**config.mk**
```make
export PLATFORM = sky130hd
export DESIGN_NAME = spi_master_ctrl
export DESIGN_NICKNAME = d
export VERILOG_FILES = /design/src/rtl/spi_master_ctrl.sv
export SDC_FILE = /design/constraint.sdc
export NUM_CORES = 1
export LEC_CHECK = 0
export ABC_AREA = 0
export BUFFER_PORTS_ARGS = -buffer_cell sky130_fd_sc_hd__buf_2
export CORE_ASPECT_RATIO = 0.9
export CORE_MARGIN = 1.5
export CORE_UTILIZATION = 60
export DETAILED_ROUTE_END_ITERATION = 10
export PLACE_DENSITY = 0.83
export SLEW_MARGIN = 20
export SYNTH_ARGS = -nofsm -noshare
export SYNTH_HDL_FRONTEND = slang
export SYNTH_SLANG_ARGS = --single-unit
```
**constraint.sdc**
```tcl
create_clock -name clk -period 4.4 [get_ports clk]
set_clock_uncertainty 0.1 [all_clocks]
set_input_delay 0.66 -clock clk [delete_from_list [all_inputs] [get_ports clk]]
set_output_delay 0.66 -clock clk [all_outputs]
set_load 0.02 [all_outputs]
```
**src/rtl/spi_master_ctrl.sv**
```systemverilog
// spi_master_ctrl: single-word SPI master, mode 0 (CPOL=0, CPHA=0), MSB first.
// A transfer runs IDLE -> SETUP -> TRANSFER -> HOLD -> IDLE. Each phase is
// CLK_DIV clk cycles long. All outputs come straight from flops.
module spi_master_ctrl #(
  parameter int CLK_DIV    = 4,
  parameter int DATA_WIDTH = 8
) (
  input  logic                  clk,
  input  logic                  reset,
  input  logic                  start,
  input  logic [DATA_WIDTH-1:0] tx_data,
  output logic                  busy,
  output logic                  done,
  output logic [DATA_WIDTH-1:0] rx_data,
  output logic                  sclk,
  output logic                  mosi,
  input  logic                  miso,
  output logic                  cs_n
);

  // Half-period counter width: holds 0..CLK_DIV-1 without wrapping inside a phase.
  localparam int CW = $clog2(CLK_DIV + 1);
  // Bit index width: counts completed sclk falling edges 0..DATA_WIDTH-1.
  localparam int BW = (DATA_WIDTH > 1) ? $clog2(DATA_WIDTH) : 1;

  localparam logic [CW-1:0]         CNT_ZERO  = {CW{1'b0}};
  localparam logic [CW-1:0]         CNT_ONE   = {{(CW-1){1'b0}}, 1'b1};
  localparam logic [CW-1:0]         CNT_LAST  = CW'(CLK_DIV - 1);
  localparam logic [BW-1:0]         BIT_ZERO  = {BW{1'b0}};
  localparam logic [BW-1:0]         BIT_ONE   = {{(BW-1){1'b0}}, 1'b1};
  localparam logic [BW-1:0]         BIT_LAST  = BW'(DATA_WIDTH - 1);
  localparam logic [DATA_WIDTH-1:0] WORD_ZERO = {DATA_WIDTH{1'b0}};

  typedef enum logic [1:0] {
    IDLE     = 2'b00,
    SETUP    = 2'b01,
    TRANSFER = 2'b10,
    HOLD     = 2'b11
  } state_t;

  state_t                state_r, state_s;
  logic [CW-1:0]         cnt_r, cnt_s;
  logic [BW-1:0]         bit_r, bit_s;
  logic [DATA_WIDTH-1:0] tx_sh_r, tx_sh_s;
  logic [DATA_WIDTH-1:0] rx_sh_r, rx_sh_s;
  logic [DATA_WIDTH-1:0] rx_data_r, rx_data_s;
  logic                  sclk_r, sclk_s;
  logic                  mosi_r, mosi_s;
  logic                  cs_n_r, cs_n_s;
  logic                  busy_r, busy_s;
  logic                  done_r, done_s;
  logic [DATA_WIDTH-1:0] tx_shl_s;
  logic [DATA_WIDTH-1:0] rx_shl_s;
  logic                  phase_end_s;

  // Next-state and next-output logic; every register holds unless a phase ends.
  always_comb begin
    state_s     = state_r;
    cnt_s       = cnt_r;
    bit_s       = bit_r;
    tx_sh_s     = tx_sh_r;
    rx_sh_s     = rx_sh_r;
    rx_data_s   = rx_data_r;
    sclk_s      = sclk_r;
    mosi_s      = mosi_r;
    cs_n_s      = cs_n_r;
    busy_s      = busy_r;
    done_s      = 1'b0;
    tx_shl_s    = tx_sh_r << 1;
    rx_shl_s    = {rx_sh_r[DATA_WIDTH-2:0], miso};
    phase_end_s = (cnt_r == CNT_LAST);

    case (state_r)
      IDLE: begin
        if (start) begin
          state_s = SETUP;
          cnt_s   = CNT_ZERO;
          bit_s   = BIT_ZERO;
          tx_sh_s = tx_data;
          rx_sh_s = WORD_ZERO;
          mosi_s  = tx_data[DATA_WIDTH-1];
          sclk_s  = 1'b0;
          cs_n_s  = 1'b0;
          busy_s  = 1'b1;
        end else begin
          mosi_s  = 1'b0;
          sclk_s  = 1'b0;
          cs_n_s  = 1'b1;
          busy_s  = 1'b0;
        end
      end

      SETUP: begin
        // First rising sclk edge ends the setup phase and samples miso.
        if (phase_end_s) begin
          state_s = TRANSFER;
          cnt_s   = CNT_ZERO;
          sclk_s  = 1'b1;
          rx_sh_s = rx_shl_s;
        end else begin
          cnt_s   = cnt_r + CNT_ONE;
        end
      end

      TRANSFER: begin
        if (phase_end_s) begin
          cnt_s = CNT_ZERO;
          if (sclk_r) begin
            // Falling edge: present the next bit, or finish after the last one.
            sclk_s = 1'b0;
            if (bit_r == BIT_LAST) begin
              state_s = HOLD;
            end else begin
              bit_s   = bit_r + BIT_ONE;
              tx_sh_s = tx_shl_s;
              mosi_s  = tx_shl_s[DATA_WIDTH-1];
            end
          end else begin
            // Rising edge: sample miso into the receive register LSB.
            sclk_s  = 1'b1;
            rx_sh_s = rx_shl_s;
          end
        end else begin
          cnt_s = cnt_r + CNT_ONE;
        end
      end

      HOLD: begin
        if (phase_end_s) begin
          state_s   = IDLE;
          cnt_s     = CNT_ZERO;
          cs_n_s    = 1'b1;
          busy_s    = 1'b0;
          done_s    = 1'b1;
          mosi_s    = 1'b0;
          rx_data_s = rx_sh_r;
        end else begin
          cnt_s     = cnt_r + CNT_ONE;
        end
      end

      default: begin
        state_s = IDLE;
        cnt_s   = CNT_ZERO;
        sclk_s  = 1'b0;
        mosi_s  = 1'b0;
        cs_n_s  = 1'b1;
        busy_s  = 1'b0;
      end
    endcase
  end

  // State, counters, shift registers and output flops; reset wins over start.
  always_ff @(posedge clk) begin
    if (reset) begin
      state_r   <= IDLE;
      cnt_r     <= CNT_ZERO;
      bit_r     <= BIT_ZERO;
      tx_sh_r   <= WORD_ZERO;
      rx_sh_r   <= WORD_ZERO;
      rx_data_r <= WORD_ZERO;
      sclk_r    <= 1'b0;
      mosi_r    <= 1'b0;
      cs_n_r    <= 1'b1;
      busy_r    <= 1'b0;
      done_r    <= 1'b0;
    end else begin
      state_r   <= state_s;
      cnt_r     <= cnt_s;
      bit_r     <= bit_s;
      tx_sh_r   <= tx_sh_s;
      rx_sh_r   <= rx_sh_s;
      rx_data_r <= rx_data_s;
      sclk_r    <= sclk_s;
      mosi_r    <= mosi_s;
      cs_n_r    <= cs_n_s;
      busy_r    <= busy_s;
      done_r    <= done_s;
    end
  end

  assign busy    = busy_r;
  assign done    = done_r;
  assign rx_data = rx_data_r;
  assign sclk    = sclk_r;
  assign mosi    = mosi_r;
  assign cs_n    = cs_n_r;

endmodule

```
Word level (Yosys, flattened, before mapping)

Cells that the tools add are included.

RAM bits: 0
Register bits after elaboration: 36
Memory bits (read-only): 0
Word-level logic and storage cells: 80
Latch bits: 0
Memories: 0

$mul: 0
$lt $le $gt $ge: 0
Reductions and logical operators: 14
Shift operators: 0
Eq/ne operators: 13
Divide/modulo/power cells: 0
Add/subtract/negate cells: 2
Mux-type cells: 39
Bitwise logic cells: 1

Operators with widths:

| kind                  | count |
|---|---|
| $mux W8               | 4 |
| $mux W7               | 4 |
| $pmux W8 S3           | 1 |
| $ne A2 B2 Y1 const B  | 8 |
| $mux W3               | 5 |
| $reduce_and A5 Y1     | 3 |
| $pmux W7 S2           | 1 |
| $mux W2               | 6 |
| $pmux W3 S2           | 2 |
| $mux W1               | 11 |
| $pmux W2 S4           | 1 |
| $add A3 B1 Y3 const B | 2 |
| $pmux W1 S3           | 2 |
| $reduce_and A6 Y1     | 1 |
| $reduce_bool A3 Y1    | 2 |
| $eq A2 B2 Y1 const B  | 2 |
| $pmux W1 S2           | 2 |
| $reduce_and A2 Y1     | 2 |
| $reduce_bool A2 Y1    | 2 |
| $eq A3 B2 Y1 const B  | 1 |
| $eq A3 B3 Y1 const B  | 1 |
| $reduce_and A3 Y1     | 1 |
| $reduce_or A3 Y1      | 1 |
| $eq A2 B1 Y1 const B  | 1 |
| 3 further kinds       | 3 |

Depth between registers and ports, before layout

Gate-level depths: netlist of the first run.

Depth after elaboration: 5
Gate-level depth with buffers: 7
Gate-level depth less buffers: 6

Worst setup path after synthesis of the first run

No wires, ideal clock.

Path kind: register to register
From: register state_r[0]
To: register tx_sh_r[3]
Data arrival time: 1606 ps
Setup slack: 2614 ps
Path buffers: 1
Setup time: 80 ps
Required time: 4220 ps
Cell stages (with the launch flop): 8
Period minus slack after synthesis: 1786 ps
Cells stage by stage: dfxtp_1 -> inv_1 -> ha_1 -> nor2b_2 -> o31ai_4 -> buf_6 -> nor2_1 -> a211oi_2

Longest elaborated chain between the ends: 3

Ends and longest elaborated chain:

| item                                                                       | RTL line | text |
|---|---|---|
| start: declaration                                                         | 41       | `state_t state_r, state_s;` |
| start signal: assignment                                                   | 168      | `state_r <= state_s;` |
| $eq A2 B2 Y1 / $logic_not A2 Y1 (equally long branches)                    | 73       | `case (state_r)` |
| $ne A2 B2 Y1 (no source line) / $reduce_bool A2 Y1 (equally long branches) | -        |  |
| $reduce_and A5 Y1 (no source line)                                         | -        |  |
| end signal: assignment                                                     | 171      | `tx_sh_r <= tx_sh_s;` |
| end: declaration                                                           | 44       | `logic [DATA_WIDTH-1:0] tx_sh_r, tx_sh_s;` |

Several ways; a longest one is shown, not always the timed one.
A chain may end at the register's enable or synchronous reset.

Worst setup path in the final report of the first run

From: register state_r[0]
To: register tx_sh_r[1]

Same word-level chain as after synthesis.

==> results.yml, run 1 <==
place:
  hpwl_um: 2520
  portBuffers: 24
  gp_congestion: 0.828
synthesis:
  synth.distinct_cells: 34
  syn_nets: 212
  synthTopCellsByCount: "36 x dfxtp_1, 26 x a21oi_1, 22 x nand2_1, 17 x nand3_1, 14 x nor2_1"
  synth_edf_count: 0
  ys_ff_latch: 36
  synthCells: 190
  ys_seq_area_frac: 0.422
  ys_warn_count: 0
  syn_avg_cell_area_um2: 8.98
  async_reset_ff_frac: 0
  synth.most_common_cell: "dfxtp_1"
  synth.top_cell.area_share: 0.422
  ys.flop_type: "dfxtp_1"
  syn_area_um2: 1710
  yosys.area.top_type: "dfxtp_1"
  ys_top_cells_by_area: "dfxtp_1 42%, a21oi_1 7.6%, ha_1 7.3%"
worst_hold_path:
  hold_depth: 2
  min_to: "rx_data[6]$_SDFFE_PP0P_"
  hold_path.startpoint: "rx_data[6]$_SDFFE_PP0P_"
  hold_class: "reg2reg"
pwr:
  vdd_drop_max_uv: 271
  power.density_nw_per_um2: 544
  finalPower_uw: 1020
  sequentialPowerShare: 0.405
  p_sw_uw: 414
  p_comb_frac: 0.432
  power_switching_share: 0.406
  p_int_uw: 605
  clkPwrFrac: 0.163
  power_leakage_uw: 0.000760
sta:
  rsz0062_at_grt: "no"
  max-slew-margin-rel: 0.364
  finalCritPeriodShare: 0.570
  setup_viol: 0
  hold_viol_final: 0
  finalMaxSlewViolations: 0
  worst_pin_slew_ps: 952
  fin_crit_ps: 2510
  fin_tns_setup_ps: 0
  max_freq_mhz: 399
worst_setup_path:
  cp_slowest_cell: "ha_1"
  reg2regPathDepth: 6
  crit_buf_inv: 1
  critPathLaunchType: "flop"
  crit_chain: "inv_1 -> ha_1 -> nand2b_1 -> o31ai_4 -> nor2_1 -> a211oi_1"
  cp.required_ps: 4550
  path_class: "reg2reg"
  arrival_ps: 2660
  end_kind: "flop"
  r2r_end: "tx_sh_r[1]$_SDFFE_PP0P_"
  cpLargestDelayFamily: "compound AO/OA/AOI/OAI gates"
  rrSetupSlack_ps: 1890
  critPathMaxStageDelay_ps: 590
  reg2reg_from: "state_r[0]$_SDFFE_PP0P_"
  crit_fanout: 16
detailed_routing:
  antenna_left: 0
  drt_iter0_markers: 58
  wirelength_um: 3480
  dr.pass1.iters: 4
  wire_per_inst_um: 13.9
  dr_total_vias: 1406
  drc: 0
  viasPerCell: 5.60
floorplan:
  fp.dieW_um: 59.2
  die-area_um2: 3170
  initial_core_util: 0.626
  die_h_um: 53.6
  io_pins: 25
  row_count: 18
  core_um2: 2730
layout:
  area_growth_pct: 9.82
  num-nets-final: 233
  diodes: 0
  layout-drive-gt1-share: 0.194
clock_tree:
  htreeDepth: 2
  clock_sinks: 36
  cts_buffer_depth: 2
  cts_tree: "done"
  hold_buffers: 0
  path_clk_slew_ps: 100
  cts_setup_buffers: 0
  cts_root_buf: "clkbuf_4"
  cts-resized-gates: 0
  cts_buffers: 5
  clock_latency_ps: 340
status:
  status: "finished clean"
global_routing:
  antenna_found_initial: 0
  grt_pass1_wl_um: 5670
  grt_max_degree: 39
  grt_usage: 0.244
  grt.overflow.total: 0
  grt_pass1_vias: 1278
flow_run:
  max-cap-violations: 0
## kinds of logic after synthesis
family,synth area share
adder cells (fa/ha/maj),0.0733
AO/OA/AOI/OAI,0.180
flip-flops,0.422
buffers and inverters,0.0374
AND/OR/NAND/NOR,0.240
multiplexers,0.0469
## worst register-to-register path, delay by kind of cell, from the launching register on
family | cells | cell delay (ps)
simple gates | 2 | 350
flops | 1 | 380
fa+ha+maj | 1 | 590
buf+inv | 1 | 150
compound gates | 2 | 850
## power by group through the flow
stage / logic, µW / clock network [µW] / registers, µW
after detailed placement: 435 / 0 / 419
after global placement: 409 / 0 / 415
after floorplan: 346 / 0 / 424
after CTS: 436 / 170 / 412
final: 441 / 166 / 413
after global routing: 489 / 182 / 419
## worst max-delay path by stage
stage	from	end	slack (ps)	depth (start not counted)
6_report	state_r[0]$_SDFFE_PP0P_	tx_sh_r[1]$_SDFFE_PP0P_	1890	6
5_1_grt	state_r[0]$_SDFFE_PP0P_	tx_sh_r[6]$_SDFFE_PP0P_	1730	6
4_1_cts	state_r[0]$_SDFFE_PP0P_	tx_sh_r[1]$_SDFFE_PP0P_	1930	6
3_5_place_dp	state_r[0]$_SDFFE_PP0P_	tx_sh_r[1]$_SDFFE_PP0P_	1940	6
3_3_place_gp	state_r[0]$_SDFFE_PP0P_	tx_sh_r[0]$_SDFFE_PP0P_	2100	6
2_1_floorplan	state_r[0]$_SDFFE_PP0P_	tx_sh_r[3]$_SDFFE_PP0P_	2610	7
## through the flow
step / instance area, µm² / utilization / setup WS (ps) / hold WS [ps] / instances
2_1_floorplan: 1710 / - / 2610 / 332 / 190
3_3_place_gp: 1830 / 0.671 / 2100 / 342 / 244
3_5_place_dp: 1830 / 0.671 / 1940 / 345 / 244
4_1_cts: 1870 / 0.688 / 1930 / 359 / 251
5_1_grt: 1870 / 0.688 / 1730 / 374 / 251
6_report: 1870 / 0.688 / 1890 / 354 / 251
## layer usage
metal,wire length [µm],global-route usage
met1,1560,0.296
met2,1720,0.397
met5,0,0
met4,68,0.136
met3,124,0.0601
## flip-flops by register name, indices dropped and copies added, names as in the netlist, 2 cells and up
register	cells
bit_r	3
cnt_r	3
state_r	2
rx_sh_r	8
rx_data	8
tx_sh_r	7
## area by class of cell
cell class,count,area (µm²)
Timing Repair Buffer,24,120
Multi-Input combinational cell,140,922
Tap cell,40,50.0
Fill cell,212,851
Clock inverter,1,5.00
Sequential cell,36,721
Clock buffer,6,41.3
Inverter,4,15.0
## cell usage in the layout, fill, tap and decap left out, drive strengths merged, types with 2 or more instances in the layout
cell	Yosys	final
dfxtp	36	36
a21oi	26	26
buf	4	24
nand2	22	22
nand3	17	17
nor2	14	14
nand2b	12	12
ha	10	10
mux2i	8	8
a211oi	7	7
clkbuf	6	6
inv	4	4
nor2b	3	3
nor3	2	2
o21ai	2	2
nor3b	2	2
nand3b	2	2
Note: power is estimated with default switching activity, not from simulation.
==> run 2: changes to the inputs <==
- CORE_UTILIZATION: 60 -> 50
- PLACE_DENSITY: 0.83 -> 0.74
- clock period: 4.4 -> 2.05 ns (I/O delays scaled with it)
==> run 2 against run 1 <==
  * Sequential share of layout area fell by 1.6 points
  * Utilization fell by 6.7 points
  * Via count fell by 0.50%
  * Routed wire length fell by 0.80%
  * Power rose by 140%
  * Cell count rose by 2.8%
  * Non-clock buffer count rose by 4
  * Die area rose by 19%
  * First-iteration DRC count rose by 10%
  * Cell area rose by 4.7%
  * Critical endpoint is now tx_sh_r[3]$_SDFFE_PP0P_
  * Highest routed layer unchanged
==> results.yml, run 2 (synthesized netlist as in run 1, its figures left out) <==
worst_setup_path:
  r2r_end: "tx_sh_r[3]$_SDFFE_PP0P_"
  end_kind: "flop"
  path_class: "reg2reg"
  cp.required_ps: 2160
  critPathMaxStageDelay_ps: 370
  cp_slowest_cell: "dfxtp_2"
  reg2regPathDepth: 7
  rrSetupSlack_ps: 160
  critPathLaunchType: "flop"
  reg2reg_from: "state_r[0]$_SDFFE_PP0P_"
  crit_chain: "inv_1 -> ha_1 -> nor2b_2 -> o31ai_4 -> buf_6 -> nor2_1 -> a211oi_2"
  arrival_ps: 2000
  crit_fanout: 16
layout:
  layout-drive-gt1-share: 0.227
  final_common_cell: "dfxtp_1"
  num-nets-final: 237
  fin_util: 0.621
  final_cell_mix: "34 x dfxtp_1, 26 x a21oi_1, 24 x buf_2, 22 x nand2_1, 17 x nand3_1"
  area_growth_pct: 15.0
  diodes: 0
pwr:
  power_switching_share: 0.379
  power_leakage_uw: 0.000799
  vdd_drop_max_uv: 940
  clkPwrFrac: 0.218
  sequentialPowerShare: 0.369
  p_int_uw: 1490
  power.density_nw_per_um2: 1220
  p_comb_frac: 0.413
  p_sw_uw: 910
floorplan:
  core_um2: 3160
  initial_core_util: 0.540
  die_h_um: 58.4
  row_count: 19
  io_pins: 25
  die-area_um2: 3770
  fp.dieW_um: 64.6
detailed_routing:
  drt_iter0_markers: 64
  drc: 0
  dr_total_vias: 1399
  wire_per_inst_um: 13.4
  wirelength_um: 3450
  dr.pass1.iters: 4
  viasPerCell: 5.42
  antenna_left: 0
place:
  hpwl_um: 2560
  dpl_worst_slack_ps: 58.2
  portBuffers: 24
  gp_congestion: 0.808
sta:
  finalCritPeriodShare: 0.923
  fin_crit_ps: 1890
  rsz0062_at_grt: "no"
  finalMaxSlewViolations: 0
  fin_tns_setup_ps: 0
  max-slew-margin-rel: 0.552
  worst_pin_slew_ps: 672
  setup_viol: 0
  hold_viol_final: 0
  timing.final.ws_setup_ps: 157
  max_freq_mhz: 528
global_routing:
  grt_max_degree: 39
  grt_usage: 0.212
  grt_pass1_wl_um: 6130
  antenna_found_initial: 0
  grt.overflow.total: 0
  grt_pass1_vias: 1400
clock_tree:
  cts_buffer_depth: 2
  path_clk_slew_ps: 70
  cts_tree: "done"
  clock_sinks: 36
  cts_buffers: 5
  htreeDepth: 2
  cts_setup_buffers: 0
  clock_latency_ps: 290
  cts_root_buf: "clkbuf_8"
worst_hold_path:
  hold_class: "in2reg"
  hold_depth: 3
  min_to: "tx_sh_r[0]$_SDFFE_PP0P_"
  hold_path.startpoint: "tx_data[0]"
flow_run:
  max-cap-violations: 0
status:
  status: "finished clean"
==> run 2: cell types whose count changed in the layout (fill, tap and decap cells not counted), sizes merged <==
cell / previous run / this run
clkbuf: 6 / 7
clkinvlp: 0 / 1
clkinv: 1 / 0
buf: 24 / 28
==> run 2: how the worst max path moves through the flow <==
| stage | start | end | slack (ps) | cells after the start |
|---|---|---|---|---|
| 5_1_grt | state_r[0]$_SDFFE_PP0P_ | tx_sh_r[2]$_SDFFE_PP0P_ | 9 | 7 |
| 6_report | state_r[0]$_SDFFE_PP0P_ | tx_sh_r[3]$_SDFFE_PP0P_ | 160 | 7 |
| 3_5_place_dp | state_r[1]$_SDFFE_PP0P_ | tx_sh_r[3]$_SDFFE_PP0P_ | 60 | 7 |
| 2_1_floorplan | state_r[0]$_SDFFE_PP0P_ | tx_sh_r[3]$_SDFFE_PP0P_ | 260 | 7 |
| 4_1_cts | state_r[0]$_SDFFE_PP0P_ | tx_sh_r[3]$_SDFFE_PP0P_ | 40 | 7 |
| 3_3_place_gp | state_r[0]$_SDFFE_PP0P_ | tx_sh_r[2]$_SDFFE_PP0P_ | 170 | 7 |
==> run 2: layout make-up <==
class                           instances  area (µm²)
Clock inverter                          1        7.51
Fill cell                             282        1200
Clock buffer                            7        86.3
Multi-Input combinational cell        140         925
Sequential cell                        36         723
Inverter                                4        15.0
Timing Repair Buffer                   28         154
Tap cell                               42        52.6
==> run 2: power groups by stage <==
| stage | sequential, µW | clock [µW] | combinational (µW) |
|---|---|---|---|
| final | 886 | 524 | 990 |
| after global placement | 892 | 0 | 934 |
| after detailed placement | 899 | 0 | 976 |
| after CTS | 881 | 541 | 983 |
| after global routing | 901 | 570 | 1100 |
| after floorplan | 910 | 0 | 742 |
==> run 2: critical path, delay by kind of cell, from the launching register on <==
| family | cells | cell delay, ps |
|---|---|---|
| buffers and inverters | 2 | 300 |
| AND/OR/NAND/NOR | 2 | 300 |
| adder cells (fa/ha/maj) | 1 | 260 |
| AO/OA/AOI/OAI | 2 | 480 |
| flip-flops | 1 | 370 |
==> run 2: metrics by stage <==
step / instance area [µm²] / instances / hold slack [ps] / total power, µW
2_1_floorplan: 1710 / 190 / 332 / 1650
3_3_place_gp: 1860 / 250 / 340 / 1830
3_5_place_dp: 1860 / 250 / 350 / 1870
4_1_cts: 1950 / 258 / 189 / 2400
5_1_grt: 1960 / 258 / 202 / 2570
6_report: 1960 / 258 / 195 / 2400
==> run 2: metal layers <==
layer	GRT usage	share of wire	vias to the layer above
met5	0	0	-
met4	0.0912	0.019	0
met3	0.0631	0.044	8
met2	0.347	0.48	32
met1	0.263	0.46	650
li1	-	-	709
==> run 2: repair_timing <==
item,4_1_cts,5_1_grt
setup endpoints to repair,0,28
hold buffers,0,0
hold endpoints to repair,0,0
resized for setup,0,4
==> run 3: changes to the inputs <==
- CELL_PAD_IN_SITES_DETAIL_PLACEMENT: unset -> 2
- CELL_PAD_IN_SITES_GLOBAL_PLACEMENT: unset -> 2
- CORE_UTILIZATION: 50 -> 31
- PLACE_DENSITY: 0.74 -> unset
- PLACE_DENSITY_LB_ADDON: unset -> 0.1
- RECOVER_POWER: unset -> 100
- TNS_END_PERCENT: unset -> 5
==> run 3 against run 2 <==
  * Cell count increased by 11%
  * Global-route usage is 3.6 points lower
  * First-iteration DRC count shrank 13%
  * Via count increased by 3.7%
  * Largest cell class unchanged
  * Largest power group unchanged
  * Highest routed layer unchanged
==> results.yml, run 3 (synthesized netlist as in run 1, its figures left out) <==
global_routing:
  antenna_found_initial: 0
  grt_pass1_wl_um: 7830
  grt.overflow.total: 0
  grt_usage: 0.175
  grt_pass1_vias: 1646
  grt_max_degree: 29
detailed_routing:
  drt_iter0_markers: 56
  dr_wl_met2_um: 2200
  drc: 0
  dr_total_vias: 1451
  wire_per_inst_um: 15.6
  route.met3.wl_um: 121
  wirelength_um: 4450
  wl_met1_um: 2080
  dr.pass1.iters: 4
  topRoutingLayerUsed: "met4"
  antenna_left: 0
  viasPerCell: 5.07
flow_run:
  max-cap-violations: 0
layout:
  finalInstanceArea_um2: 2020
  fin_cells: 286
  num-nets-final: 240
  final_cell_mix: "34 x dfxtp_1, 26 x a21oi_1, 22 x nand2_1, 17 x nand3_1, 15 x clkbuf_1"
  area_growth_pct: 18.1
  nFillCells: 619
  layout-drive-gt1-share: 0.169
  diodes: 0
  fin_util: 0.381
  final_common_cell: "dfxtp_1"
place:
  hpwl_um: 3440
  gp_congestion: 0.825
  place_area_um2: 1940
  dp.cells: 278
  portBuffers: 24
clock_tree:
  cts_buffers: 5
  cts_tree: "done"
  clock_latency_ps: 290
  htreeDepth: 2
  cts_buffer_depth: 2
  hold_buffers: 0
  clock_sinks: 36
  cts_root_buf: "clkbuf_8"
  path_clk_slew_ps: 70
worst_setup_path:
  crit_fanout: 16
  cpLargestDelayFamily: "compound AO/OA/AOI/OAI gates"
  cp.required_ps: 2150
  crit_chain: "inv_1 -> ha_1 -> nor2b_2 -> o31ai_4 -> buf_12 -> nor2_1 -> a211oi_1"
  arrival_ps: 2030
  path_class: "reg2reg"
  critPathMaxStageDelay_ps: 370
  end_kind: "flop"
  crit_buf_inv: 2
  critPathLaunchType: "flop"
  cp_slowest_cell: "dfxtp_2"
floorplan:
  row_count: 25
  die_h_um: 73.4
  die-area_um2: 5960
  fp.dieW_um: 81.2
  core_um2: 5290
  initial_core_util: 0.323
  io_pins: 25
worst_hold_path:
  hold_class: "in2reg"
sta:
  worst_pin_slew_ps: 504
  setup_viol: 0
  max_freq_mhz: 516
  fin_tns_setup_ps: 0
  hold_slack_ps: 204
  hold_viol_final: 0
  fin_crit_ps: 1940
  max-slew-margin-rel: 0.664
  rsz0062_at_grt: "no"
  finalCritPeriodShare: 0.945
  finalMaxSlewViolations: 0
status:
  status: "finished clean"
pwr:
  power_leakage_uw: 0.000763
  vdd_drop_max_uv: 401
  power.density_nw_per_um2: 1230
==> run 3: metal layers <==
metal  GRT usage  vias to the layer above
met5           0                        -
met3      0.0373                        5
li1            -                      716
met1       0.216                      711
met2       0.301                       19
met4      0.0632                        0
==> run 3: worst reg2reg max path: stages, from the launching register on <==
cell and delay, ps:
dfxtp_2 370, inv_1 110, ha_1 270, nor2b_2 230
o31ai_4 300, buf_12 180, nor2_1 50, a211oi_1 240
==> run 3: repair_timing <==
action | 4_1_cts | 5_1_grt
hold endpoints to repair | 0 | 0
gates cloned | 0 | 0
pin swaps | 0 | 0
buffers inserted | 0 | 0
gates resized for setup | 2 | 1
setup endpoints to repair | 2 | 1
==> run 3: cell type report <==
| cell class | count | area (µm²) | area share |
|---|---|---|---|
| timing repair buffer | 31 | 178 | 0.0881 |
| clock inverter | 1 | 7.51 | 0.00372 |
| multi-input combinational | 140 | 922 | 0.457 |
| sequential | 36 | 723 | 0.359 |
| tap | 67 | 83.8 | 0.0416 |
| clock buffer | 7 | 86.3 | 0.0428 |
| inverter | 4 | 15.0 | 0.00745 |
==> run 3: final timing paths <==
check	cells after the start	end	slack (ps)	start
setup / recovery	7	tx_sh_r[1]$_SDFFE_PP0P_	110	state_r[0]$_SDFFE_PP0P_
setup reg to reg	7	tx_sh_r[1]$_SDFFE_PP0P_	110	state_r[0]$_SDFFE_PP0P_
hold / removal	3	rx_sh_r[0]$_SDFFE_PP0P_	200	miso
hold reg to reg	2	rx_data[3]$_SDFFE_PP0P_	360	rx_data[3]$_SDFFE_PP0P_
==> run 3: through the flow <==
stage	total power (µW)	worst slack (ps)
detailed placement	1990	9.32
floorplan	1650	264
global route	2680	9.18
global placement	1910	208
finish	2490	112
CTS	2540	56.9
==> run 3: power breakdown <==
group | internal (µW) | switching [µW]
clock | 273 | 257
combinational | 429 | 635
sequential | 808 | 85.8
